File: config.mk
export PLATFORM = sky130hd
export DESIGN_NAME = axis_stream_receiver_flat
export DESIGN_NICKNAME = d
export VERILOG_FILES = /design/src/rtl/axis_stream_receiver_if.sv /design/src/rtl/axis_stream_receiver.sv /design/src/flat_wrapper.sv
export SDC_FILE = /design/constraint.sdc
export NUM_CORES = 1
export LEC_CHECK = 0
export CORE_UTILIZATION = 50
export DETAILED_ROUTE_END_ITERATION = 7
export MAX_ROUTING_LAYER = met4
export PLACE_DENSITY_LB_ADDON = 0.15
export SYNTH_ARGS = -nofsm -noshare
export SYNTH_HDL_FRONTEND = slang
export SYNTH_SLANG_ARGS = --single-unit
export TNS_END_PERCENT = 10
File: constraint.sdc
create_clock -name clk -period 3.8 [get_ports clk]
set_input_delay 0.76 -clock clk [delete_from_list [all_inputs] [get_ports clk]]
set_output_delay 0.76 -clock clk [all_outputs]
set_load 0.03 [all_outputs]
File: src/rtl/axis_stream_receiver_if.sv
// AXI4-Stream bus between the DMA MM2S channel and the stream receiver.
interface axis_stream_receiver_if #(
  parameter int DATA_WIDTH = 32
);
  logic [DATA_WIDTH-1:0] tdata;
  logic                  tvalid;
  logic                  tready;
  logic                  tlast;

  modport master (
    output tdata,
    output tvalid,
    output tlast,
    input  tready
  );

  modport slave (
    input  tdata,
    input  tvalid,
    input  tlast,
    output tready
  );
endinterface

File: src/rtl/axis_stream_receiver.sv
// Receive end of the DMA MM2S path: accepts one fixed-length packet, checks
// tlast against the programmed beat count and buffers the beats in a small
// first-word-fall-through FIFO toward PL logic.
module axis_stream_receiver #(
  parameter int DATA_WIDTH = 32,
  parameter int FIFO_DEPTH = 4
) (
  input  logic                  clk,
  input  logic                  rst,
  input  logic                  start,
  input  logic [25:0]           count,
  axis_stream_receiver_if.slave s_axis,
  output logic [DATA_WIDTH-1:0] data_out,
  output logic                  valid_out,
  input  logic                  ready_in,
  output logic                  busy,
  output logic                  done,
  output logic                  err_early_last,
  output logic                  err_late_last,
  output logic [25:0]           rx_count
);

  localparam int AW = $clog2(FIFO_DEPTH);

  typedef enum logic [1:0] {
    IDLE  = 2'd0,
    RECV  = 2'd1,
    FLUSH = 2'd2,
    DRAIN = 2'd3
  } state_t;

  state_t state;
  logic [25:0] count_reg;

  logic [DATA_WIDTH-1:0] mem [FIFO_DEPTH];
  logic [AW:0]           wr_ptr;
  logic [AW:0]           rd_ptr;
  logic [AW:0]           fill;
  logic                  empty;
  logic                  full;
  logic                  push;
  logic                  pop;
  logic                  accept;
  logic                  last_beat;
  logic                  drain_ends;

  // FIFO status from the extra pointer MSB: equal pointers are empty,
  // MSB-differing pointers with equal index bits are full.
  assign empty = (wr_ptr == rd_ptr);
  assign full  = (wr_ptr[AW] != rd_ptr[AW]) && (wr_ptr[AW-1:0] == rd_ptr[AW-1:0]);
  assign fill  = wr_ptr - rd_ptr;

  // tready depends only on registered state and fill level, never on tvalid.
  assign s_axis.tready = ((state == RECV) && !full) || (state == FLUSH);

  assign accept    = s_axis.tvalid && s_axis.tready;
  assign push      = accept && (state == RECV);
  assign pop       = !empty && ready_in;
  assign last_beat = (rx_count == (count_reg - 26'd1));

  // The drain finishes at the edge where the FIFO is, or is about to become,
  // empty; done and IDLE land together so a back-to-back start is accepted.
  assign drain_ends = empty || (pop && (fill == {{AW{1'b0}}, 1'b1}));

  assign valid_out = !empty;
  assign data_out  = empty ? '0 : mem[rd_ptr[AW-1:0]];
  assign busy      = (state != IDLE);

  // Buffer storage: data only, needs no reset since empty masks data_out.
  always_ff @(posedge clk) begin
    if (push) begin
      mem[wr_ptr[AW-1:0]] <= s_axis.tdata;
    end
  end

  // FIFO pointer update on push and pop.
  always_ff @(posedge clk or posedge rst) begin
    if (rst) begin
      wr_ptr <= '0;
      rd_ptr <= '0;
    end else begin
      if (push) begin
        wr_ptr <= wr_ptr + 1'b1;
      end
      if (pop) begin
        rd_ptr <= rd_ptr + 1'b1;
      end
    end
  end

  // Packet FSM with registered status outputs.
  always_ff @(posedge clk or posedge rst) begin
    if (rst) begin
      state          <= IDLE;
      count_reg      <= '0;
      rx_count       <= '0;
      err_early_last <= 1'b0;
      err_late_last  <= 1'b0;
      done           <= 1'b0;
    end else begin
      done <= 1'b0;
      case (state)
        IDLE: begin
          if (start && (count != 26'd0)) begin
            count_reg      <= count;
            rx_count       <= '0;
            err_early_last <= 1'b0;
            err_late_last  <= 1'b0;
            state          <= RECV;
          end
        end
        RECV: begin
          if (push) begin
            rx_count <= rx_count + 26'd1;
            if (last_beat) begin
              if (s_axis.tlast) begin
                state <= DRAIN;
              end else begin
                err_late_last <= 1'b1;
                state         <= FLUSH;
              end
            end else if (s_axis.tlast) begin
              err_early_last <= 1'b1;
              state          <= DRAIN;
            end
          end
        end
        FLUSH: begin
          if (accept && s_axis.tlast) begin
            state <= DRAIN;
          end
        end
        DRAIN: begin
          if (drain_ends) begin
            done  <= 1'b1;
            state <= IDLE;
          end
        end
        default: state <= IDLE;
      endcase
    end
  end

endmodule

File: src/flat_wrapper.sv
// flat-port wrapper written by rule: the top's interface ports become plain ports
module axis_stream_receiver_flat 
#(
  parameter int DATA_WIDTH = 32,
  parameter int FIFO_DEPTH = 4
)
  (clk, rst, start, count, data_out, valid_out, ready_in, busy, done, err_early_last, err_late_last, rx_count, s_axis_tdata, s_axis_tvalid, s_axis_tlast, s_axis_tready);
  axis_stream_receiver_if #(.DATA_WIDTH(DATA_WIDTH)) s_axis_i ();
  input  logic clk;
  input  logic rst;
  input  logic start;
  input  logic [25:0] count;
  output logic [DATA_WIDTH-1:0] data_out;
  output logic valid_out;
  input  logic ready_in;
  output logic busy;
  output logic done;
  output logic err_early_last;
  output logic err_late_last;
  output logic [25:0] rx_count;
  input wire logic [$bits(s_axis_i.tdata)-1:0] s_axis_tdata;
  input wire logic [$bits(s_axis_i.tvalid)-1:0] s_axis_tvalid;
  input wire logic [$bits(s_axis_i.tlast)-1:0] s_axis_tlast;
  output wire logic [$bits(s_axis_i.tready)-1:0] s_axis_tready;
  assign s_axis_i.tdata = s_axis_tdata;
  assign s_axis_i.tvalid = s_axis_tvalid;
  assign s_axis_i.tlast = s_axis_tlast;
  assign s_axis_tready = s_axis_i.tready;
  axis_stream_receiver #(.DATA_WIDTH(DATA_WIDTH), .FIFO_DEPTH(FIFO_DEPTH)) u_core (.clk(clk), .rst(rst), .start(start), .count(count), .s_axis(s_axis_i), .data_out(data_out), .valid_out(valid_out), .ready_in(ready_in), .busy(busy), .done(done), .err_early_last(err_early_last), .err_late_last(err_late_last), .rx_count(rx_count));
endmodule
# Yosys cells after proc, flatten, opt, wreduce, memory -nomap -nowiden
# Memory sizes are Yosys's and may differ from the RTL's.
# Cells that the tools add are included.
[op_classes] eq_ne=17 n_reduce_logical=21 muxes=25 add_sub_neg=5
[ops] cell="26-bit two-way mux" n=2
[ops] cell="26-bit case mux with 2 select lines" n=1
[ops] cell="32-bit two-way mux" n=1
[ops] cell="26-bit by 1-bit adder with 26-bit output (second input constant)" n=1
[ops] cell="26-bit == test" n=1
[ops] cell="26-bit nonzero test" n=1
[ops] cell="26-bit by 1-bit subtractor with 26-bit output (second input constant)" n=1
[ops] cell="5-bit AND reduction" n=3
[ops] cell="1-bit two-way mux" n=12
[ops] cell="2-bit two-way mux" n=6
[ops] cell="1-bit logical AND" n=8
[ops] cell="2-bit by 1-bit inequality test with 1-bit output (second input constant)" n=4
[ops] cell="2-bit inequality test (second input constant)" n=4
[ops] cell="2-bit case mux with 4 select lines" n=1
[ops] cell="3-bit by 1-bit adder with 3-bit output (second input constant)" n=2
[ops] cell="2-bit == test (second input constant)" n=2
[ops] cell="1-bit case mux with 2 select lines" n=2
[ops] cell="2-bit nonzero test" n=2
[ops] cell="3-bit by 1-bit == test with 1-bit output (second input constant)" n=1
[ops] cell="3-bit == test" n=1
[ops] cell="3-bit by 2-bit inequality test with 1-bit output (second input constant)" n=1
[ops] cell="3-bit AND reduction" n=1
[ops] cell="3-bit subtractor" n=1
[ops] cell="2-bit by 1-bit == test with 1-bit output (second input constant)" n=1
[ops] cell="6 further kinds" n=8
[totals] reg_bits=63 n_memories=1 in_bits=64 ram_bits=128 wordCells=77 out_inout_bits=64
[mem_list] memory="u_core.mem" words=4 word_bits=32 rd=1 rd_clocked_by_memory_dff=0 wr=1 line="axis_stream_receiver.sv:35" rtl="logic [DATA_WIDTH-1:0] mem [FIFO_DEPTH];"

# Longest topological paths before layout
[depth] word_depth=9 ltp_mapped=12 mapped_depth_nobuf=11

# Worst setup path before layout
# OpenSTA, ideal clock, no wires.
[synth_path] path_type="register to register" start="register u_core.rd_ptr[1]" end="memory u_core.mem[3][0] (enable)" n_path_buf=3 required_time_ns=3.406 slack_ns=0.364 synth_period_minus_slack_ns=3.436 path_stages_with_launch=11 setup_ns=0.394 t_arrival_ns=3.043 cell_sequence="dfrtp_1 > clkbuf_1 > buf_1 > inv_1 > ha_1 > nand2_1 > o21ai_0 > nand2b_1 > and3_1 > clkbuf_1 > and2_1"
[synth_via] elab_chain_cells=9
[synth_lines] item="from (decl)" line="axis_stream_receiver.sv:37" rtl="logic [AW:0] rd_ptr;"
[synth_lines] item="from (signal assigned)" line="axis_stream_receiver.sv:86" rtl="rd_ptr <= rd_ptr + 1'b1;"
[synth_lines] item="2-bit == test" line="axis_stream_receiver.sv:50" rtl="assign full = (wr_ptr[AW] != rd_ptr[AW]) && (wr_ptr[AW-1:0] == rd_ptr[AW-1:0]);"
[synth_lines] item="1-bit logical AND" line="axis_stream_receiver.sv:50"
[synth_lines] item="1-bit zero test" line="axis_stream_receiver.sv:54" rtl="assign s_axis.tready = ((state == RECV) && !full) || (state == FLUSH);"
[synth_lines] item="1-bit logical AND" line="axis_stream_receiver.sv:54"
[synth_lines] item="1-bit logical OR" line="axis_stream_receiver.sv:54"
[synth_lines] item="net s_axis_tready" line="flat_wrapper.sv:24" rtl="output wire logic [$bits(s_axis_i.tready)-1:0] s_axis_tready;"
[synth_lines] item="1-bit logical AND" line="axis_stream_receiver.sv:56" rtl="assign accept = s_axis.tvalid && s_axis.tready;"
[synth_lines] item="1-bit logical AND" line="axis_stream_receiver.sv:57" rtl="assign push = accept && (state == RECV);"
[synth_lines] item="1-bit two-way mux" line="axis_stream_receiver.sv:71" rtl="if (push) begin"
[synth_lines] item="1-bit two-way mux (not written as such)" line="axis_stream_receiver.sv:72" rtl="mem[wr_ptr[AW-1:0]] <= s_axis.tdata;"
[synth_lines] item="to (decl)" line="axis_stream_receiver.sv:35"
# The timed path passes the listed nets, and every way through them passes these cells.

# Final worst setup path
[layout_path] start="register u_core.count_reg[0]" end="register u_core.state[1]"
[layout_via] elab_chain_cells=5 elab_cells_between_ends=7 classes_between="add/sub: 1; eq/ne: 2; mux: 3; reduce/logical: 1"
[layout_lines] item="from (decl)" line="axis_stream_receiver.sv:33" rtl="logic [25:0] count_reg;"
[layout_lines] item="from (signal assigned)" line="axis_stream_receiver.sv:105" rtl="count_reg <= count;"
[layout_lines] item="26-bit by 1-bit subtractor with 26-bit output *" line="axis_stream_receiver.sv:59" rtl="assign last_beat = (rx_count == (count_reg - 26'd1));"
[layout_lines] item="26-bit == test *" line="axis_stream_receiver.sv:59"
[layout_lines] item="2-bit two-way mux" line="axis_stream_receiver.sv:115" rtl="if (last_beat) begin"
[layout_lines] item="2-bit two-way mux" line="axis_stream_receiver.sv:113" rtl="if (push) begin"
[layout_lines] item="2-bit case mux with 4 select lines" line="axis_stream_receiver.sv:102" rtl="case (state)"
[layout_lines] item="to (signal assigned)" line="axis_stream_receiver.sv:109" rtl="state <= RECV;"
[layout_lines] item="to (signal assigned)" line="axis_stream_receiver.sv:117" rtl="state <= DRAIN;"
[layout_lines] item="to (signal assigned)" line="axis_stream_receiver.sv:120" rtl="state <= FLUSH;"
[layout_lines] item="to (decl)" line="axis_stream_receiver.sv:32" rtl="state_t state;"
# Every way passes the cells marked *; elsewhere a longest branch is shown, timed or not. The select of a mux whose other input is x is not followed.
# A chain may end at the register's enable or synchronous reset.

==> run metrics <==
outcome completed; Setup TNS 0 ns; sequential fraction of the synthesis area 0.6085; CTS tree built; Clk Latency, worst-skew pair 0.44 ns; post-synthesis simple-gate area fraction 0.1319; average wire per standard cell ~20 um; GRT Util Overall 0.2429; DP HPWL 14080 um; largest net degree at the start of global routing 35; Die H 135.5 um; DRC viols 0; mux contribution to synthesized area 0.1209; initial antenna violation count 0; clock slew at reported path FFs 0.07 ns; global-route wire length before repair 32020 um; Mapped Avg Cell Area approximately 14 um2; full die area 0.01835 mm2; Routed WL 19950 um; post-synthesis compound-gate area fraction 0.03891; Worst Hold Class reg2reg; Adder-Cell Fraction of Synth Area 0.02051; EDFF count, synth ~130; Post-CTS Hold Buffers 0; number of max-cap violations 0; Clock Sinks around 190; Final Hold Viols 0; std cell rows 48; crit path launch type flop; DR iter-0 viols 304; Max stage delay on crit path 0.58 ns; delay-heaviest family, CP simple AND/OR/NAND/NOR gates; Post-Syn Instances 619; synth unique cells 63; Tcrit/Tclk final 0.9159; Tmin final 3.481 ns; drt first pass iters 4; post-synth top area cell edfxtp_1; CTS Buf Count 17; top-area cell type share of the netlist area 0.4315; clk_skew approximately 0.011 ns; worst slew pin tran 0.6617 ns; Async S/R FF share, synth 0.3298; max reg flops 128; Antenna Cells 0; CP Launch Point u_core.count_reg[0]; Crit path arrival time 3.79 ns; die width 135.5 um; RSZ-0062 raised after global routing false; FF-to-FF setup slack approximately 0.32 ns; crit-path cells inv_1, ha_1, or4b_1, or4_4, nor3_1, a21boi_1, or4_1, nor4_2, o21ai_1, mux2_1; Setup Crit Path Kind reg2reg; port buffer count 127; RD Place Congestion 0.8953; prevailing post-synth register cell edfxtp_1; vias per inst 5.683; Slowest cell on crit path or4b_1; combined buffer and inverter count along the critical path 1; vias in the first global route 5923; post-CTS setup buffer count 0; Synth area leaders edfxtp_1, dfrtp_1, mux4_2, mux2_2, xnor2_1; post-synth net total around 700; Crit. End Element flop; Worst EP required 4.11 ns; post-CTS sizing 0; Ys Warns 0; Final Slew Violations 0; Finish-stage setup viols 0; worst flop-to-flop path startpoint u_core.count_reg[0]; core area about 0.017 mm2; Synth Cell Area 0.008907 mm2; Highest Clock Rate ~290 MHz; Clock Tree Buf Depth 2; Hold Path Origin u_core.wr_ptr[2]; combinational family with the most area after synthesis simple AND/OR/NAND/NOR gates; Seq cells post-synth 191; root buffer cell clkbuf_16; Routed Antenna Nets 0; most frequent cells in the layout edfxtp_1, clkdlybuf4s50_1, dfrtp_1; remaining global-route overflow 0; worst-path maximum fanout 6; Layout Nets 833; layout cell share with drive strength beyond 1 0.1680; Syn-to-layout area delta 24.83%; PD cells 766.0 mW/mm2; Post-Synth XOR/XNOR Area 0.05801; worst vdd ir 0.0005099 V; Rel. slew slack 0.5582; Leak 0.004008 uW; Ports about 130; Initial Util 0.5132; vias 5643; Design Power 8518 uW; commonest non-fill, non-tap cell in the layout edfxtp_1; H-Tree Depth 4
==> power breakdown <==
group / switching, uW / internal (uW) / total (uW)
combinational: 2040 / 1740 / 3780
clock: 862 / 1020 / 1880
sequential: 325 / 2530 / 2850
total: 3230 / 5290 / 8520
==> logic make-up after synthesis <==
group,Yosys count
compound gates,50
xor+xnor,59
fa+ha+maj,14
buf+inv,42
flops,191
mux,64
simple gates,199
==> synthesized netlist by cell type, drive strengths merged, types with 2 or more instances <==
master / number
o2111a: 2
buf: 11
a21oi: 9
o22ai: 2
a31oi: 2
nor4b: 2
o211a: 2
nand2: 27
xor2: 27
and3: 6
ha: 13
and4: 3
nor4: 15
edfxtp: 128
and2: 38
mux2: 29
nand3b: 2
nor3: 15
nor3b: 3
o211ai: 4
o21ai: 14
a21boi: 2
dfrtp: 63
nand2b: 3
a22o: 3
o31ai: 2
or4: 12
inv: 17
mux2i: 3
or3: 8
nand4: 6
nor2: 31
o2111ai: 2
clkbuf: 13
xnor2: 32
nand3: 16
nor2b: 5
or3b: 2
mux4: 32
==> routing by layer <==
metal | vias to the layer above | track usage | wire length, um
met5 | - | - | 0
met3 | 27 | 0.04789 | 872
met1 | 2848 | 0.3176 | 9012
li1 | 2610 | - | -
met4 | 0 | 0.08365 | 337
met2 | 158 | 0.3809 | 9726
==> metrics by stage <==
step / utilization / instance area (um2) / hold WS, ns / setup WS (ns) / instances
floorplan: - / 8907 / 0.4617 / 0.3637 / 619
global placement: 0.6041 / 10490 / 0.4767 / 0.4600 / 961
detailed placement: 0.6041 / 10490 / 0.4846 / 0.3728 / 961
CTS: 0.6406 / 11120 / 0.4948 / 0.3313 / 993
global route: 0.6406 / 11120 / 0.5208 / 0.1438 / 993
finish: 0.6406 / 11120 / 0.4979 / 0.3195 / 993
==> path summary, 6_finish.rpt <==
| check | cells past startpoint | end |
|---|---|---|
| setup / recovery | 10 | u_core.state[1] |
| hold / removal | 1 | u_core.wr_ptr[2] |
| setup reg to reg | 10 | u_core.state[1] |
| hold reg to reg | 1 | u_core.wr_ptr[2] |
| max in group asynchronous | 3 | u_core.rd_ptr[1] |
| min in group asynchronous | 2 | u_core.rx_count[21] |
==> layout make-up <==
type / instances / area, um2
Clock buffer: 18 / 429.2
Clock inverter: 14 / 205.2
Fill cell: 1294 / 6237
Inverter: 17 / 63.81
Multi-Input combinational cell: 386 / 3308
Sequential cell: 191 / 5423
Tap cell: 225 / 281.5
Timing Repair Buffer: 142 / 1409
No activity file was read; power rests on OpenSTA's default activity.
